**src/rtl/sfrm_pkg.sv**
```systemverilog
// Shared definitions for the serial frame transmitter and receiver:
// default frame geometry and the shifter state encoding.
package sfrm_pkg;

    localparam int              SFRM_HEADER_SIZE  = 8;
    localparam logic [7:0]      SFRM_HEADER_VALUE = 8'hA5;
    localparam int              SFRM_BODY_SIZE    = 16;
    localparam int              FRAME_BITS        = SFRM_HEADER_SIZE + SFRM_BODY_SIZE;

    typedef enum logic [1:0] {
        ST_IDLE  = 2'd0,
        ST_SHIFT = 2'd1,
        ST_GAP   = 2'd2
    } sfrm_state_t;

endpackage

```
**src/rtl/sfrm_byte_pack.sv**
```systemverilog
// Byte assembler: packs incoming bytes MSB-byte-first into a holding register
// and flags it full until the shifter takes it.
module sfrm_byte_pack #(
    parameter int BODY_SIZE     = 16,
    parameter int BYTE_CNT_SIZE = 1
) (
    input  logic                 clk,
    input  logic                 rst_n,
    input  logic [7:0]           din,
    input  logic                 dvalid,
    input  logic                 load,
    output logic                 dready,
    output logic [BODY_SIZE-1:0] hold,
    output logic                 hfull,
    output logic                 bcnt_nz
);

    localparam int NBYTES = BODY_SIZE / 8;

    logic                     hfull_reg;
    logic [BYTE_CNT_SIZE-1:0] bcnt_reg;
    logic                     accept;

    // Ready is forced low while reset is held, not just after it releases.
    assign dready  = rst_n & ~hfull_reg;
    assign accept  = dvalid & dready;
    assign hfull   = hfull_reg;
    assign bcnt_nz = (bcnt_reg != '0);

    // load only happens while full, and accept only while not full.
    always_ff @(posedge clk or negedge rst_n) begin
        if (!rst_n) begin
            hfull_reg <= 1'b0;
            bcnt_reg  <= '0;
        end else if (load) begin
            hfull_reg <= 1'b0;
        end else if (accept) begin
            if (bcnt_reg == BYTE_CNT_SIZE'(NBYTES - 1)) begin
                hfull_reg <= 1'b1;
                bcnt_reg  <= '0;
            end else begin
                bcnt_reg  <= bcnt_reg + 1'b1;
            end
        end
    end

    genvar gi;
    generate
        for (gi = 0; gi < NBYTES; gi++) begin : g_slot
            logic [7:0] slot_reg;

            always_ff @(posedge clk or negedge rst_n) begin
                if (!rst_n) begin
                    slot_reg <= '0;
                end else if (accept && (bcnt_reg == BYTE_CNT_SIZE'(gi))) begin
                    slot_reg <= din;
                end
            end

            assign hold[BODY_SIZE-1-8*gi -: 8] = slot_reg;
        end
    endgenerate

endmodule

```
**src/rtl/sfrm_xmit.sv**
```systemverilog
// Serial frame transmitter: sends HEADER_VALUE then the assembled body on
// SDATA, MSB-first, with optional idle gap between frames.
module sfrm_xmit
    import sfrm_pkg::*;
#(
    parameter int                     HEADER_SIZE   = SFRM_HEADER_SIZE,
    parameter logic [HEADER_SIZE-1:0] HEADER_VALUE  = SFRM_HEADER_VALUE,
    parameter int                     BODY_SIZE     = SFRM_BODY_SIZE,
    parameter int                     GAP_BITS      = 0,
    parameter int                     COUNTER_SIZE  = 5,
    parameter int                     BYTE_CNT_SIZE = 1
) (
    input  logic       SCLK,
    input  logic       RST_N,
    input  logic [7:0] DIN,
    input  logic       DVALID,
    output logic       DREADY,
    output logic       SDATA,
    output logic       SOF,
    output logic       BUSY
);

    localparam int FRAME_LEN = HEADER_SIZE + BODY_SIZE;
    localparam int GAP_LAST  = (GAP_BITS > 0) ? GAP_BITS - 1 : 0;

    sfrm_state_t              state_reg, state_next;
    logic [FRAME_LEN-1:0]     shift_reg, shift_next;
    logic [COUNTER_SIZE-1:0]  count_reg, count_next;
    logic                     sdata_reg, sdata_next;
    logic                     sof_reg, sof_next;
    logic                     load;
    logic [BODY_SIZE-1:0]     hold;
    logic                     hfull;
    logic                     bcnt_nz;

    sfrm_byte_pack #(
        .BODY_SIZE     (BODY_SIZE),
        .BYTE_CNT_SIZE (BYTE_CNT_SIZE)
    ) u_pack (
        .clk     (SCLK),
        .rst_n   (RST_N),
        .din     (DIN),
        .dvalid  (DVALID),
        .load    (load),
        .dready  (DREADY),
        .hold    (hold),
        .hfull   (hfull),
        .bcnt_nz (bcnt_nz)
    );

    always_ff @(posedge SCLK or negedge RST_N) begin
        if (!RST_N) begin
            state_reg <= ST_IDLE;
            shift_reg <= '0;
            count_reg <= '0;
            sdata_reg <= 1'b0;
            sof_reg   <= 1'b0;
        end else begin
            state_reg <= state_next;
            shift_reg <= shift_next;
            count_reg <= count_next;
            sdata_reg <= sdata_next;
            sof_reg   <= sof_next;
        end
    end

    always_comb begin
        state_next = state_reg;
        shift_next = shift_reg;
        count_next = count_reg;
        sdata_next = 1'b0;
        sof_next   = 1'b0;
        load       = 1'b0;
        unique case (state_reg)
            ST_IDLE: begin
                if (hfull) begin
                    load       = 1'b1;
                    shift_next = {HEADER_VALUE, hold};
                    count_next = '0;
                    state_next = ST_SHIFT;
                end
            end
            ST_SHIFT: begin
                sdata_next = shift_reg[FRAME_LEN-1];
                sof_next   = (count_reg == '0);
                shift_next = shift_reg << 1;
                count_next = count_reg + 1'b1;
                if (count_reg == COUNTER_SIZE'(FRAME_LEN - 1)) begin
                    count_next = '0;
                    if (GAP_BITS > 0) begin
                        state_next = ST_GAP;
                    end else if (hfull) begin
                        // Reload in place so the next header follows with no idle bit.
                        load       = 1'b1;
                        shift_next = {HEADER_VALUE, hold};
                    end else begin
                        state_next = ST_IDLE;
                    end
                end
            end
            ST_GAP: begin
                count_next = count_reg + 1'b1;
                if (count_reg == COUNTER_SIZE'(GAP_LAST)) begin
                    count_next = '0;
                    if (hfull) begin
                        load       = 1'b1;
                        shift_next = {HEADER_VALUE, hold};
                        state_next = ST_SHIFT;
                    end else begin
                        state_next = ST_IDLE;
                    end
                end
            end
            default: state_next = ST_IDLE;
        endcase
    end

    assign SDATA = sdata_reg;
    assign SOF   = sof_reg;
    assign BUSY  = (state_reg != ST_IDLE) || hfull || bcnt_nz;

endmodule

```
**config.mk**
```make
export PLATFORM = sky130hd
export DESIGN_NAME = sfrm_xmit
export DESIGN_NICKNAME = d
export VERILOG_FILES = /design/src/rtl/sfrm_pkg.sv /design/src/rtl/sfrm_byte_pack.sv /design/src/rtl/sfrm_xmit.sv
export SDC_FILE = /design/constraint.sdc
export NUM_CORES = 1
export LEC_CHECK = 0
export BUFFER_PORTS_ARGS = -buffer_cell sky130_fd_sc_hd__buf_2
export CAP_MARGIN = 0
export CORE_MARGIN = 1.5
export CORE_UTILIZATION = 33
export DETAILED_ROUTE_END_ITERATION = 10
export GPL_ROUTABILITY_DRIVEN = 0
export MAX_ROUTING_LAYER = met4
export PLACE_DENSITY_LB_ADDON = 0.1
export SYNTH_ARGS = -nofsm -noshare
export SYNTH_HDL_FRONTEND = slang
export SYNTH_SLANG_ARGS = --single-unit
export TNS_END_PERCENT = 30
```
**constraint.sdc**
```tcl
create_clock -name SCLK -period 1.6 [get_ports SCLK]
set_input_delay 0.08 -clock SCLK [delete_from_list [all_inputs] [get_ports SCLK]]
set_output_delay 0.08 -clock SCLK [all_outputs]
set_load 0.02 [all_outputs]
```
Word level (Yosys, flattened, before mapping)
Cells that the tools add are included.

word-level totals
  register bits after elaboration = 51
  bits of input ports = 11
  output and inout port bits = 4

cells by class
  add/sub/neg operators = 2
  eq/ne operators = 7
  multiplexer cells = 25
  bitwise gates (word level) = 5
  reductions and logical operators = 15

operators by type and width
  cell                                                                    count
  24-bit 2-to-1 mux                                                       4
  24-bit case mux with 3 select lines                                     1
  5-bit 2-to-1 mux                                                        3
  5-bit case mux with 3 select lines                                      1
  1-bit 2-to-1 mux                                                        10
  2-bit 2-to-1 mux                                                        4
  2-bit AND reduction                                                     4
  2-bit != test (second input constant)                                   3
  2-bit case mux with 3 select lines                                      1
  2-bit nonzero test                                                      3
  5-bit by 1-bit adder with 5-bit output (second input constant)          1
  5-bit equality test (second input constant)                             1
  5-bit zero test                                                         1
  4-bit AND reduction                                                     1
  1-bit NOT                                                               3
  1-bit case mux with 3 select lines                                      1
  3-bit nonzero test                                                      1
  1-bit bitwise AND                                                       2
  2-bit by 1-bit equality test with 1-bit output (second input constant)  1
  2-bit equality test (second input constant)                             1
  1-bit logical AND                                                       2
  2-bit zero test                                                         1
  1-bit logical OR                                                        2
  2-bit by 1-bit != test with 1-bit output (second input constant)        1
  1-bit adder (second input constant)                                     1

Depth between registers and ports, before layout
Gate-level depths: netlist (run 1).

  depth after elaboration = 5
  depth in mapped cells = 8

Hierarchy
Synthesis (run 1) repeated with hierarchy kept, for this count alone.

unflattened totals
  cells, all modules = 201
  area, all modules = 2389.8 µm²

by module, submodules not included
  module          instances  cells each  area each (µm²)  seq. area each (µm²)
  sfrm_xmit       1          159         1651.6           800.8
  sfrm_byte_pack  1          42          738.2            450.4

Worst setup path before layout (run 1)
No wires, ideal clock.

  path type = register -> register
  start = reg state_reg[0]
  end = reg shift_reg[21]
  arrival = 1.675 ns
  data required time = 1.523 ns
  slack = -0.152 ns
  cell stages (with the launch flop) = 9
  path buffers = 4
  period minus slack after synthesis = 1.752 ns
  cell sequence = dfrtp_1 buf_2 inv_2 buf_2 ha_1 clkbuf_1 clkbuf_1 nor2_1 a21oi_1

between the ends
  cells in the longest elaborated chain, start to end = 3

ends and longest elaborated chain
  what                                                                         RTL line         RTL
  start: declaration                                                           sfrm_xmit.sv:26  sfrm_state_t state_reg, state_next;
  start signal: assignment                                                     sfrm_xmit.sv:59  state_reg <= state_next;
  2-bit equality test, or another cell as far along                            sfrm_xmit.sv:74  unique case (state_reg)
  2-bit != test (no source line) / 3-bit nonzero test (equally long branches)  --
  2-bit AND reduction (no source line)                                         --
  end signal: assignment                                                       sfrm_xmit.sv:60  shift_reg <= shift_next;
  end: declaration                                                             sfrm_xmit.sv:27  logic [FRAME_LEN-1:0] shift_reg, shift_next;

Several ways; a longest one is shown, not always the timed one.
A chain may end at the register's enable or synchronous reset.

Worst setup path in the final report (run 1)
  start = reg u_pack.hfull_reg, in the netlist u_pack.hfull
  end = out BUSY

between the ends
  cells in the longest elaborated chain, start to end = 2

ends and longest elaborated chain
  what                            RTL line              RTL
  start: declaration              sfrm_byte_pack.sv:20  logic hfull_reg;
  start signal: assignment        sfrm_byte_pack.sv:33  hfull_reg <= 1'b0;
  start signal: assignment        sfrm_byte_pack.sv:36  hfull_reg <= 1'b0;
  start signal: assignment        sfrm_byte_pack.sv:39  hfull_reg <= 1'b1;
  1-bit logical OR (2 in series)  sfrm_xmit.sv:120      assign BUSY = (state_reg != ST_IDLE) || hfull || bcnt_nz;
  end: declaration                sfrm_xmit.sv:20       output logic BUSY

Every way passes these cells.

==> impl_metrics.env, run 1 <==
export IMPL_die_h_um=90.5
export IMPL_hpwlAfterDp_um=3540
export IMPL_hold_path_endpoint="u_pack.g_slot[1].slot_reg[4]"
export IMPL_synth_distinct_cells=36
export IMPL_share_of_layout_cells_above_drive_strength_1_pct=25.8
export IMPL_dpl_worst_slack_ns=0.0630
export IMPL_run_status="finished clean"
export IMPL_period_minus_slack_ns=1.51
export IMPL_grt_first_pass_wirelength_um=9150
export IMPL_report_final_setup_viol=0
export IMPL_critPathKind="flop to output pin"
export IMPL_cts_buffers_inserted=5
export IMPL_cellLeakagePower_nw=1.29
export IMPL_synth_area_per_cell_um2=10.6
export IMPL_finalCritPeriodShare_pct=94.3
export IMPL_max_slew_worst_pin_slew_ns=0.571
export IMPL_clock_insertion_delay_at_the_later_pin_of_the_skew_report_ns=0.31
export IMPL_path_clk_slew_ns=0.10
export IMPL_synthTopCellsByArea="sky130_fd_sc_hd__dfrtp_1 50%, sky130_fd_sc_hd__mux2_2 7.1%, sky130_fd_sc_hd__nand2_1 5.4%"
export IMPL_r2r_end="shift_reg[15]"
export IMPL_port_buffer_count=14
export IMPL_rsz0062_at_grt="false"
export IMPL_post_layout_util_pct=40.1
export IMPL_cts_tree="done"
export IMPL_drc=0
export IMPL_report_final_slew_viol_count=0
export IMPL_final_setup_skew_ns=0.00809
export IMPL_yosys_register_bits=50
export IMPL_worst_r2r_path_depth=5
export IMPL_setup_total_negative_slack_ns=0
export IMPL_pin_count_of_the_biggest_net_entering_global_routing=44
export IMPL_wire_per_inst_um=14.4
export IMPL_yosysWarnings=0
export IMPL_reg2reg_slack_ns=0.12
export IMPL_insertedDiodeCount=0
export IMPL_design_portCount=15
export IMPL_placeableCoreArea_mm2=0.00733
export IMPL_worst_endpoint_required_ns=1.52
export IMPL_netlist_top_cell_by_area="sky130_fd_sc_hd__dfrtp_1"
export IMPL_initial_utilization_pct=34.4
export IMPL_antenna_violating_nets_left=0
export IMPL_worstHoldPathType="primary input to flop"
export IMPL_chip_width_um=90.5
export IMPL_vdd_ir_drop_worst_uv=645
export IMPL_final_critical_path_setup_slack_ns=0.0918
export IMPL_final_fill_count=749
export IMPL_dr_first_iter_drc_count=69
export IMPL_cts_path_max_buffers=2
export IMPL_clock_tree_root_cell="sky130_fd_sc_hd__clkbuf_8"
export IMPL_share_of_yosys_cell_area_claimed_by_the_top_area_cell_type_pct=49.6
export IMPL_synth_fp_nets=253
export IMPL_max_cap_viol_count=0
export IMPL_cts_sinks=50
export IMPL_via_per_inst=4.91
export IMPL_std_cell_rows=31
export IMPL_synth_cells=239
export IMPL_largest_register_ffs=24
export IMPL_worst_path_max_fanout=19
export IMPL_grt_pass1_vias=1824
export IMPL_powerDensity_mw_per_mm2=1530
export IMPL_hp_start="DIN[4]"
export IMPL_post_synth_instance_area_mm2=0.00252
export IMPL_timing_hold_violations_final=0
export IMPL_min_path_cells=2
export IMPL_critical_path_startpoint_type="flop"
export IMPL_antenna_violations_before_repair=0
export IMPL_layout_area_overhead_vs_synth_pct=16.4
export IMPL_die_area_mm2=0.00818
export IMPL_synth_seq_area_share_pct=49.6
export IMPL_firstDrtPassIters=4
export IMPL_final_net_count=280
export IMPL_detailroute_via_count=1798
export IMPL_timing_max_slew_rel_slack_pct=61.9
export IMPL_worst_endpoint_data_arrival_time_ns=1.43
export IMPL_critPathCaptureType="output pin"
export IMPL_gr_total_overflow=0
export IMPL_worst_setup_path_startpoint="u_pack.hfull"
export IMPL_reg2reg_from="count_reg[0]"
export IMPL_detail_route_wirelength_um=5250
export IMPL_grt_util_all_layers_pct=14.5
export IMPL_clock_fmax_mhz=663
export IMPL_h_tree_depth=2
## power breakdown
part / switching [mW] / total, mW / internal, mW / leakage, nW
sequential: 0.352 / 2.12 / 1.77 / 0.635
clock: 0.454 / 0.811 / 0.357 / 0.0478
combinational: 0.731 / 1.55 / 0.817 / 0.607
## cells in the final DEF, fill, tap and decap left out, types with 3 or more instances in the layout
cell type,count
sky130_fd_sc_hd__dfrtp_1,50
sky130_fd_sc_hd__nand2_1,36
sky130_fd_sc_hd__a21oi_1,20
sky130_fd_sc_hd__nand2b_1,18
sky130_fd_sc_hd__buf_4,18
sky130_fd_sc_hd__mux2_2,16
sky130_fd_sc_hd__o2bb2ai_1,15
sky130_fd_sc_hd__o31a_1,15
sky130_fd_sc_hd__buf_2,14
sky130_fd_sc_hd__nor2b_1,10
sky130_fd_sc_hd__o21ai_0,7
sky130_fd_sc_hd__clkbuf_8,6
sky130_fd_sc_hd__inv_1,4
sky130_fd_sc_hd__nor2_1,4
sky130_fd_sc_hd__a22o_1,4
sky130_fd_sc_hd__nand3_1,3
sky130_fd_sc_hd__dlygate4sd3_1,3
sky130_fd_sc_hd__buf_12,3
## cells by family (layout without fill, tap and decap cells)
family          Yosys count  count (layout)  share of synthesized area (%)
flops                    50              50                           49.6
compound gates           66              66                           18.9
fa+ha+maj                 3               3                           1.49
simple gates             80              80                           17.0
xor+xnor                  1               1                          0.347
buf+inv                  23              51                           5.50
mux                      16              16                           7.14
## worst max-delay path: stages, from the launching register on
cell and delay (ns):
sky130_fd_sc_hd__dfrtp_1 0.44, sky130_fd_sc_hd__inv_1 0.14, sky130_fd_sc_hd__ha_4 0.18, sky130_fd_sc_hd__buf_12 0.14
sky130_fd_sc_hd__nand2b_1 0.05, sky130_fd_sc_hd__buf_2 0.15
## synth_stat cells
cell type                   instances
sky130_fd_sc_hd__dfrtp_1           50
sky130_fd_sc_hd__nand2_1           36
sky130_fd_sc_hd__a21oi_1           20
sky130_fd_sc_hd__nand2b_1          18
sky130_fd_sc_hd__mux2_2            16
sky130_fd_sc_hd__o2bb2ai_1         15
sky130_fd_sc_hd__o31a_1            15
sky130_fd_sc_hd__nor2b_1           10
sky130_fd_sc_hd__clkbuf_1           7
sky130_fd_sc_hd__o21ai_0            7
sky130_fd_sc_hd__buf_2              6
sky130_fd_sc_hd__a22o_1             4
sky130_fd_sc_hd__inv_1              4
sky130_fd_sc_hd__nor2_1             4
sky130_fd_sc_hd__ha_1               3
sky130_fd_sc_hd__nand3_1            3
sky130_fd_sc_hd__buf_6              2
sky130_fd_sc_hd__a21boi_0           1
sky130_fd_sc_hd__a21oi_4            1
sky130_fd_sc_hd__and2_1             1
sky130_fd_sc_hd__and2b_2            1
sky130_fd_sc_hd__and4b_1            1
sky130_fd_sc_hd__buf_12             1
sky130_fd_sc_hd__buf_4              1
sky130_fd_sc_hd__clkbuf_8           1
sky130_fd_sc_hd__inv_2              1
sky130_fd_sc_hd__nand3_2            1
sky130_fd_sc_hd__nand3b_4           1
sky130_fd_sc_hd__nand4_1            1
sky130_fd_sc_hd__nand4b_2           1
sky130_fd_sc_hd__nor2_2             1
sky130_fd_sc_hd__nor4_1             1
sky130_fd_sc_hd__o21a_1             1
sky130_fd_sc_hd__o22ai_1            1
sky130_fd_sc_hd__o31ai_1            1
sky130_fd_sc_hd__xnor2_1            1
## final cells by class
class	count	area, µm²	share of cell area, %
clock buffer	6	82.6	2.81
inverter	5	18.8	0.639
tap	99	124	4.22
sequential	50	1250	42.6
timing repair buffer	38	295	10.1
clock inverter	2	16.3	0.554
multi-input combinational	166	1150	39.1
## per-layer routing
layer	part of all wire [%]	up-vias	global-route usage, %
li1	-	887	-
met1	51	884	19.4
met2	45	23	22.4
met3	2.6	4	2.61
met4	1.1	0	4.37
met5	0	-	-
## worst max path at each step
| stage | to | slack (ns) |
|---|---|---|
| after global placement | shift_reg[15] | 0.1 |
| after global routing | shift_reg[13] | 0.003 |
| after CTS | BUSY | 0.003 |
| after detailed placement | shift_reg[13] | 0.06 |
| final | BUSY | 0.09 |
| after floorplan | shift_reg[14] | 0.02 |
## metrics by stage
stage                     hold WS [ns]  cells  cell area [µm²]  total power [mW]
after floorplan                 -0.216    239             2540              3.28
after global placement          0.0900    353             2780              3.67
after detailed placement        0.0732    353             2780              3.70
after CTS                      0.00142    364             2920              4.55
after global routing           0.00489    366             2940              4.88
final                           0.0121    366             2940              4.48
## what timing repair did
action,CTS,global route
endpoints found under the setup margin,1,16
setup buffers,0,2
hold endpoints to repair,54,0
hold buffers,3,0
pin swaps,0,1
gates resized for setup,1,2
Note: power is estimated with default switching activity, not from simulation.
==> run 2: changes to the inputs <==
--- a/config.mk
+++ b/config.mk
@@ -9,3 +9,3 @@
 export CAP_MARGIN = 0
-export CORE_MARGIN = 1.5
+export CORE_MARGIN = 5
 export CORE_UTILIZATION = 33
--- a/constraint.sdc
+++ b/constraint.sdc
@@ -3,2 +3,2 @@
 set_output_delay 0.08 -clock SCLK [all_outputs]
-set_load 0.02 [all_outputs]
+set_load 0.005 [all_outputs]
==> run 2 against run 1 <==
Against the previous run:
- the run now ends with hold timing left
- highest routed layer unchanged
- combinational power decreased by 4%
- cell area decreased by 1.2%
- core utilization is 0.50 points lower
- worst hold slack got worse by 0.028 ns
- routed wire length is 4.0% lower
- non-clock buffer count shrank 7
==> impl_metrics.env, run 2 (synthesis results as in run 1) <==
export IMPL_clock_tree_root_cell="sky130_fd_sc_hd__clkbuf_8"
export IMPL_clock_insertion_delay_at_the_later_pin_of_the_skew_report_ns=0.30
export IMPL_cts_path_max_buffers=2
export IMPL_report_final_slew_viol_count=0
export IMPL_initial_utilization_pct=34.4
export IMPL_cts_sinks=50
export IMPL_period_minus_slack_ns=1.53
export IMPL_hpwlAfterDp_um=3340
export IMPL_final_fill_count=729
export IMPL_vdd_ir_drop_worst_uv=796
export IMPL_port_buffer_count=14
export IMPL_die_h_um=97.5
export IMPL_insertedDiodeCount=0
export IMPL_cellLeakagePower_nw=1.27
export IMPL_worst_endpoint_required_ns=1.84
export IMPL_layout_cells_most_common_list="50 x sky130_fd_sc_hd__dfrtp_1, 36 x sky130_fd_sc_hd__nand2_1, 20 x sky130_fd_sc_hd__a21oi_1"
export IMPL_post_layout_util_pct=39.6
export IMPL_largest_register_ffs=24
export IMPL_final_net_count=273
export IMPL_grt_util_all_layers_pct=11.4
export IMPL_dr_first_iter_drc_count=65
export IMPL_final_setup_skew_ns=0.00440
export IMPL_gr_total_overflow=0
export IMPL_max_cap_viol_count=0
export IMPL_worst_setup_path_startpoint="count_reg[0]"
export IMPL_drc=0
export IMPL_detailroute_via_count=1744
export IMPL_wire_per_inst_um=14.0
export IMPL_final_common_cell="sky130_fd_sc_hd__dfrtp_1"
export IMPL_critPathCaptureType="flop"
export IMPL_std_cell_rows=31
export IMPL_run_status="complete, but fails checks"
export IMPL_failed_checks="hold timing"
export IMPL_share_of_layout_cells_above_drive_strength_1_pct=23.5
export IMPL_report_final_setup_viol=0
export IMPL_grt_pass1_vias=1780
export IMPL_reg2reg_slack_ns=0.07
export IMPL_timing_max_slew_rel_slack_pct=57.3
export IMPL_cts_tree="done"
export IMPL_grt_first_pass_wirelength_um=8730
export IMPL_chip_width_um=97.5
export IMPL_critPathKind="flop to flop"
export IMPL_die_area_mm2=0.00950
export IMPL_worst_endpoint_data_arrival_time_ns=1.77
export IMPL_dpl_worst_slack_ns=0.0437
export IMPL_worst_path_max_delay_cell="sky130_fd_sc_hd__dfrtp_1"
export IMPL_detail_route_wirelength_um=5040
export IMPL_hold_slack_ns=-0.0159
export IMPL_worstHoldPathType="primary input to async pin"
export IMPL_path_clk_slew_ns=0.09
export IMPL_antenna_violations_before_repair=0
export IMPL_finalCritPeriodShare_pct=95.7
export IMPL_clock_fmax_mhz=653
export IMPL_h_tree_depth=2
export IMPL_final_seq_area_mm2=0.00125
export IMPL_cp_endpoint="shift_reg[17]"
export IMPL_multiInputGateArea_mm2=0.00115
export IMPL_via_per_inst=4.86
export IMPL_critical_path_startpoint_type="flop"
export IMPL_r2r_end="shift_reg[17]"
export IMPL_critical_path_max_stage_delay_ns=0.39
export IMPL_firstDrtPassIters=4
export IMPL_design_portCount=15
export IMPL_rsz0062_at_grt="false"
export IMPL_powerDensity_mw_per_mm2=1550
export IMPL_cts_buffers_inserted=5
export IMPL_max_slew_worst_pin_slew_ns=0.640
export IMPL_timing_hold_violations_final=12
export IMPL_final_critical_path_setup_slack_ns=0.0689
export IMPL_pin_count_of_the_biggest_net_entering_global_routing=51
export IMPL_setup_total_negative_slack_ns=0
export IMPL_antenna_violating_nets_left=0
export IMPL_placeableCoreArea_mm2=0.00733
export IMPL_crit_path_cell_trace="ha_1 > and4b_1 > buf_12 > a21oi_4 > a22o_1"
export IMPL_reg2reg_from="count_reg[0]"
export IMPL_worst_path_max_fanout=18
export IMPL_worst_r2r_path_depth=5
export IMPL_layout_area_overhead_vs_synth_pct=15.0
==> run 2: critical path, delay by kind of cell, from the launching register on <==
kind | cells | cell delay, ns
AO/OA/AOI/OAI | 2 | 0.45
adder cells (fa/ha/maj) | 1 | 0.23
buffers and inverters | 1 | 0.16
flip-flops | 1 | 0.39
AND/OR/NAND/NOR | 1 | 0.24
==> run 2: timing repair <==
action | CTS | global route
resized for setup | 1 | 1
hold endpoints to repair | 0 | 2
pin swaps | 0 | 3
setup endpoints to repair | 1 | 6
setup buffers | 0 | 1
hold buffers | 0 | 2
==> run 2: how the worst min path moves through the flow <==
stage | endpoint | startpoint | slack [ns]
2_1_floorplan | SDATA | RST_N | -0.22
3_3_place_gp | u_pack.g_slot[1].slot_reg[3] | DIN[3] | 0.33
3_5_place_dp | u_pack.g_slot[0].slot_reg[4] | DIN[4] | 0.33
4_1_cts | u_pack.g_slot[0].slot_reg[4] | DIN[4] | 0.002
5_1_grt | u_pack.g_slot[1].slot_reg[1] | DIN[1] | 0.002
6_report | shift_reg[21] | RST_N | -0.02
==> run 2: stage by stage <==
stage / cells / cell area (µm²) / power (mW)
6_report: 359 / 2900 / 4.48
5_1_grt: 359 / 2900 / 4.86
4_1_cts: 356 / 2870 / 4.56
3_5_place_dp: 348 / 2760 / 3.65
3_3_place_gp: 348 / 2760 / 3.63
2_1_floorplan: 239 / 2540 / 3.24
==> run 2: area by class of cell <==
class | count | area share [%]
Sequential cell | 50 | 43.1
Multi-Input combinational cell | 166 | 39.5
Timing Repair Buffer | 31 | 8.71
Tap cell | 99 | 4.27
Clock buffer | 5 | 2.37
Clock inverter | 3 | 1.38
Inverter | 5 | 0.647
==> run 2: where the power goes <==
part	switching [mW]	internal [mW]	total, mW
Sequential	0.348	1.77	2.12
Clock	0.415	0.461	0.875
Combinational	0.696	0.793	1.49
Total	1.46	3.03	4.48
==> run 2: per-layer routing <==
metal  vias up  track usage (%)  share of wire (%)
met4         0             3.19               0.85
met1       836             15.9                 51
li1        875                -                  -
met5         -                -                  0
met2        29             16.8                 44
met3         4             2.44                3.6
==> run 3: changes to the inputs <==
Settings changed: PLACE_DENSITY_LB_ADDON 0.1 to default.
==> run 3 against run 2 <==
Against the previous run:
- the run now ends clean
- register-to-register slack better by 0.03 ns
- total power decreased by 1.3%
- sequential power hardly changed
- maximum frequency is 2.1% higher
- worst hold slack gained 0.024 ns
- first-iteration DRC count increased by 40%
- routed wire length fell by 1.8%
- die area stayed put
- sequential share of layout area fell by 0.068 points
- non-clock buffer count rose by 5
- critical path depth is the same
- largest power group unchanged
- highest routed layer unchanged
==> impl_metrics.env, run 3 (synthesis results as in run 1) <==
export IMPL_hold_path_endpoint="u_pack.g_slot[0].slot_reg[5]"
export IMPL_cellLeakagePower_nw=1.28
export IMPL_dpl_worst_slack_ns=0.0491
export IMPL_crit_path_cell_trace="ha_1 > and4b_2 > buf_12 > a21oi_1 > o31a_1"
export IMPL_cts_path_max_buffers=2
export IMPL_worst_path_dominant_cell_family="flip-flops"
export IMPL_worstHoldPathType="primary input to flop"
export IMPL_min_path_cells=2
export IMPL_reg2reg_slack_ns=0.1
export IMPL_die_area_mm2=0.00950
export IMPL_reg2reg_from="count_reg[1]"
export IMPL_power_total_mw=4.43
export IMPL_layout_area_overhead_vs_synth_pct=15.3
export IMPL_finalCritPeriodShare_pct=93.8
export IMPL_clock_fmax_mhz=667
export IMPL_detail_route_wirelength_um=4950
export IMPL_largest_register_ffs=24
export IMPL_worst_endpoint_required_ns=1.79
export IMPL_worst_path_max_fanout=14
export IMPL_chip_width_um=97.5
export IMPL_final_common_cell="sky130_fd_sc_hd__dfrtp_1"
export IMPL_grt_util_all_layers_pct=11.3
export IMPL_r2r_end="shift_reg[8]"
export IMPL_vdd_ir_drop_worst_uv=711
export IMPL_timing_max_slew_rel_slack_pct=66.6
export IMPL_setup_total_negative_slack_ns=0
export IMPL_firstDrtPassIters=4
export IMPL_worst_r2r_path_depth=5
export IMPL_worst_path_max_delay_cell="sky130_fd_sc_hd__dfrtp_1"
export IMPL_gr_total_overflow=0
export IMPL_via_per_inst=4.99
export IMPL_cp_num_buf_inv=1
export IMPL_pin_count_of_the_biggest_net_entering_global_routing=41
export IMPL_critPathCaptureType="flop"
export IMPL_grt_pass1_vias=1868
export IMPL_cts_sinks=50
export IMPL_critPathKind="flop to flop"
export IMPL_postCtsSetupRepairBufs=0
export IMPL_cts_tree="done"
export IMPL_initial_utilization_pct=34.4
export IMPL_final_fill_count=748
export IMPL_run_status="finished clean"
export IMPL_worst_endpoint_data_arrival_time_ns=1.69
export IMPL_critical_path_max_stage_delay_ns=0.36
export IMPL_antenna_violating_nets_left=0
export IMPL_clock_insertion_delay_at_the_later_pin_of_the_skew_report_ns=0.31
export IMPL_final_critical_path_setup_slack_ns=0.0997
export IMPL_layout_cells_most_common_list="49 x sky130_fd_sc_hd__dfrtp_1, 36 x sky130_fd_sc_hd__nand2_1, 20 x sky130_fd_sc_hd__a21oi_1"
export IMPL_placeableCoreArea_mm2=0.00733
export IMPL_critical_path_startpoint_type="flop"
export IMPL_rsz0062_at_grt="false"
export IMPL_detailroute_via_count=1816
export IMPL_dr_first_iter_drc_count=91
export IMPL_report_final_setup_viol=0
export IMPL_report_final_slew_viol_count=0
export IMPL_path_clk_slew_ns=0.10
export IMPL_cts_buffers_inserted=5
export IMPL_clock_tree_root_cell="sky130_fd_sc_hd__clkbuf_8"
export IMPL_drc=0
export IMPL_max_slew_worst_pin_slew_ns=0.501
export IMPL_dpl_cell_area_mm2=0.00277
export IMPL_post_route_cell_area_mm2=0.00291
export IMPL_hp_start="DIN[5]"
export IMPL_timing_hold_violations_final=0
export IMPL_powerDensity_mw_per_mm2=1520
export IMPL_final_net_count=278
export IMPL_grt_first_pass_wirelength_um=8710
export IMPL_std_cell_rows=31
export IMPL_wire_per_inst_um=13.6
export IMPL_max_cap_viol_count=0
export IMPL_design_portCount=15
export IMPL_h_tree_depth=2
export IMPL_final_setup_skew_ns=0.0101
export IMPL_insertedDiodeCount=0
export IMPL_period_minus_slack_ns=1.50
export IMPL_port_buffer_count=14
export IMPL_die_h_um=97.5
export IMPL_hpwlAfterDp_um=3250
export IMPL_antenna_violations_before_repair=0
export IMPL_share_of_layout_cells_above_drive_strength_1_pct=25.3
-- run 3: power breakdown --
| part | leakage, nW | internal, mW | total (mW) | switching (mW) |
|---|---|---|---|---|
| Clock | 0.0472 | 0.349 | 0.788 | 0.440 |
| Sequential | 0.635 | 1.77 | 2.10 | 0.329 |
| Combinational | 0.603 | 0.821 | 1.54 | 0.715 |
-- run 3: worst max path at each step --
stage | from | endpoint | slack (ns) | depth (start not counted)
finish | count_reg[1] | shift_reg[8] | 0.1 | 5
global route | u_pack.hfull | BUSY | 0.02 | 5
CTS | u_pack.hfull | BUSY | 0.007 | 5
detailed placement | count_reg[1] | shift_reg[15] | 0.05 | 5
global placement | count_reg[0] | shift_reg[15] | 0.08 | 5
floorplan | state_reg[0] | shift_reg[14] | 0.02 | 7
-- run 3: layout make-up --
| class | count | area, µm² | share of cell area (%) |
|---|---|---|---|
| Clock buffer | 6 | 82.6 | 2.84 |
| Inverter | 5 | 18.8 | 0.645 |
| Sequential cell | 50 | 1250 | 43.1 |
| Multi-Input combinational cell | 166 | 1140 | 39.1 |
| Clock inverter | 2 | 12.5 | 0.430 |
| Tap cell | 99 | 124 | 4.26 |
| Timing Repair Buffer | 36 | 282 | 9.68 |
-- run 3: routing by layer --
metal / up-vias / GRT usage, % / routed length [µm]
li1: 881 / - / -
met1: 905 / 14.3 / 2360
met2: 24 / 18.3 / 2390
met3: 6 / 2.08 / 144
met4: 0 / 3.51 / 57
met5: - / - / 0
-- run 3: what timing repair did --
| item | 4_1_cts | 5_1_grt |
|---|---|---|
| gates resized for setup | 1 | 3 |
| gates cloned | 0 | 1 |
| endpoints found under the setup margin | 1 | 16 |
| endpoints found under the hold margin | 50 | 3 |
| hold buffers | 1 | 2 |
-- run 3: stage by stage --
stage	utilization [%]	cells	hold slack [ns]
floorplan	-	239	-0.216
global placement	37.8	352	0.0839
detailed placement	37.8	352	0.0845
CTS	39.3	361	0.00427
global route	39.7	364	0.00635
finish	39.7	364	0.00801
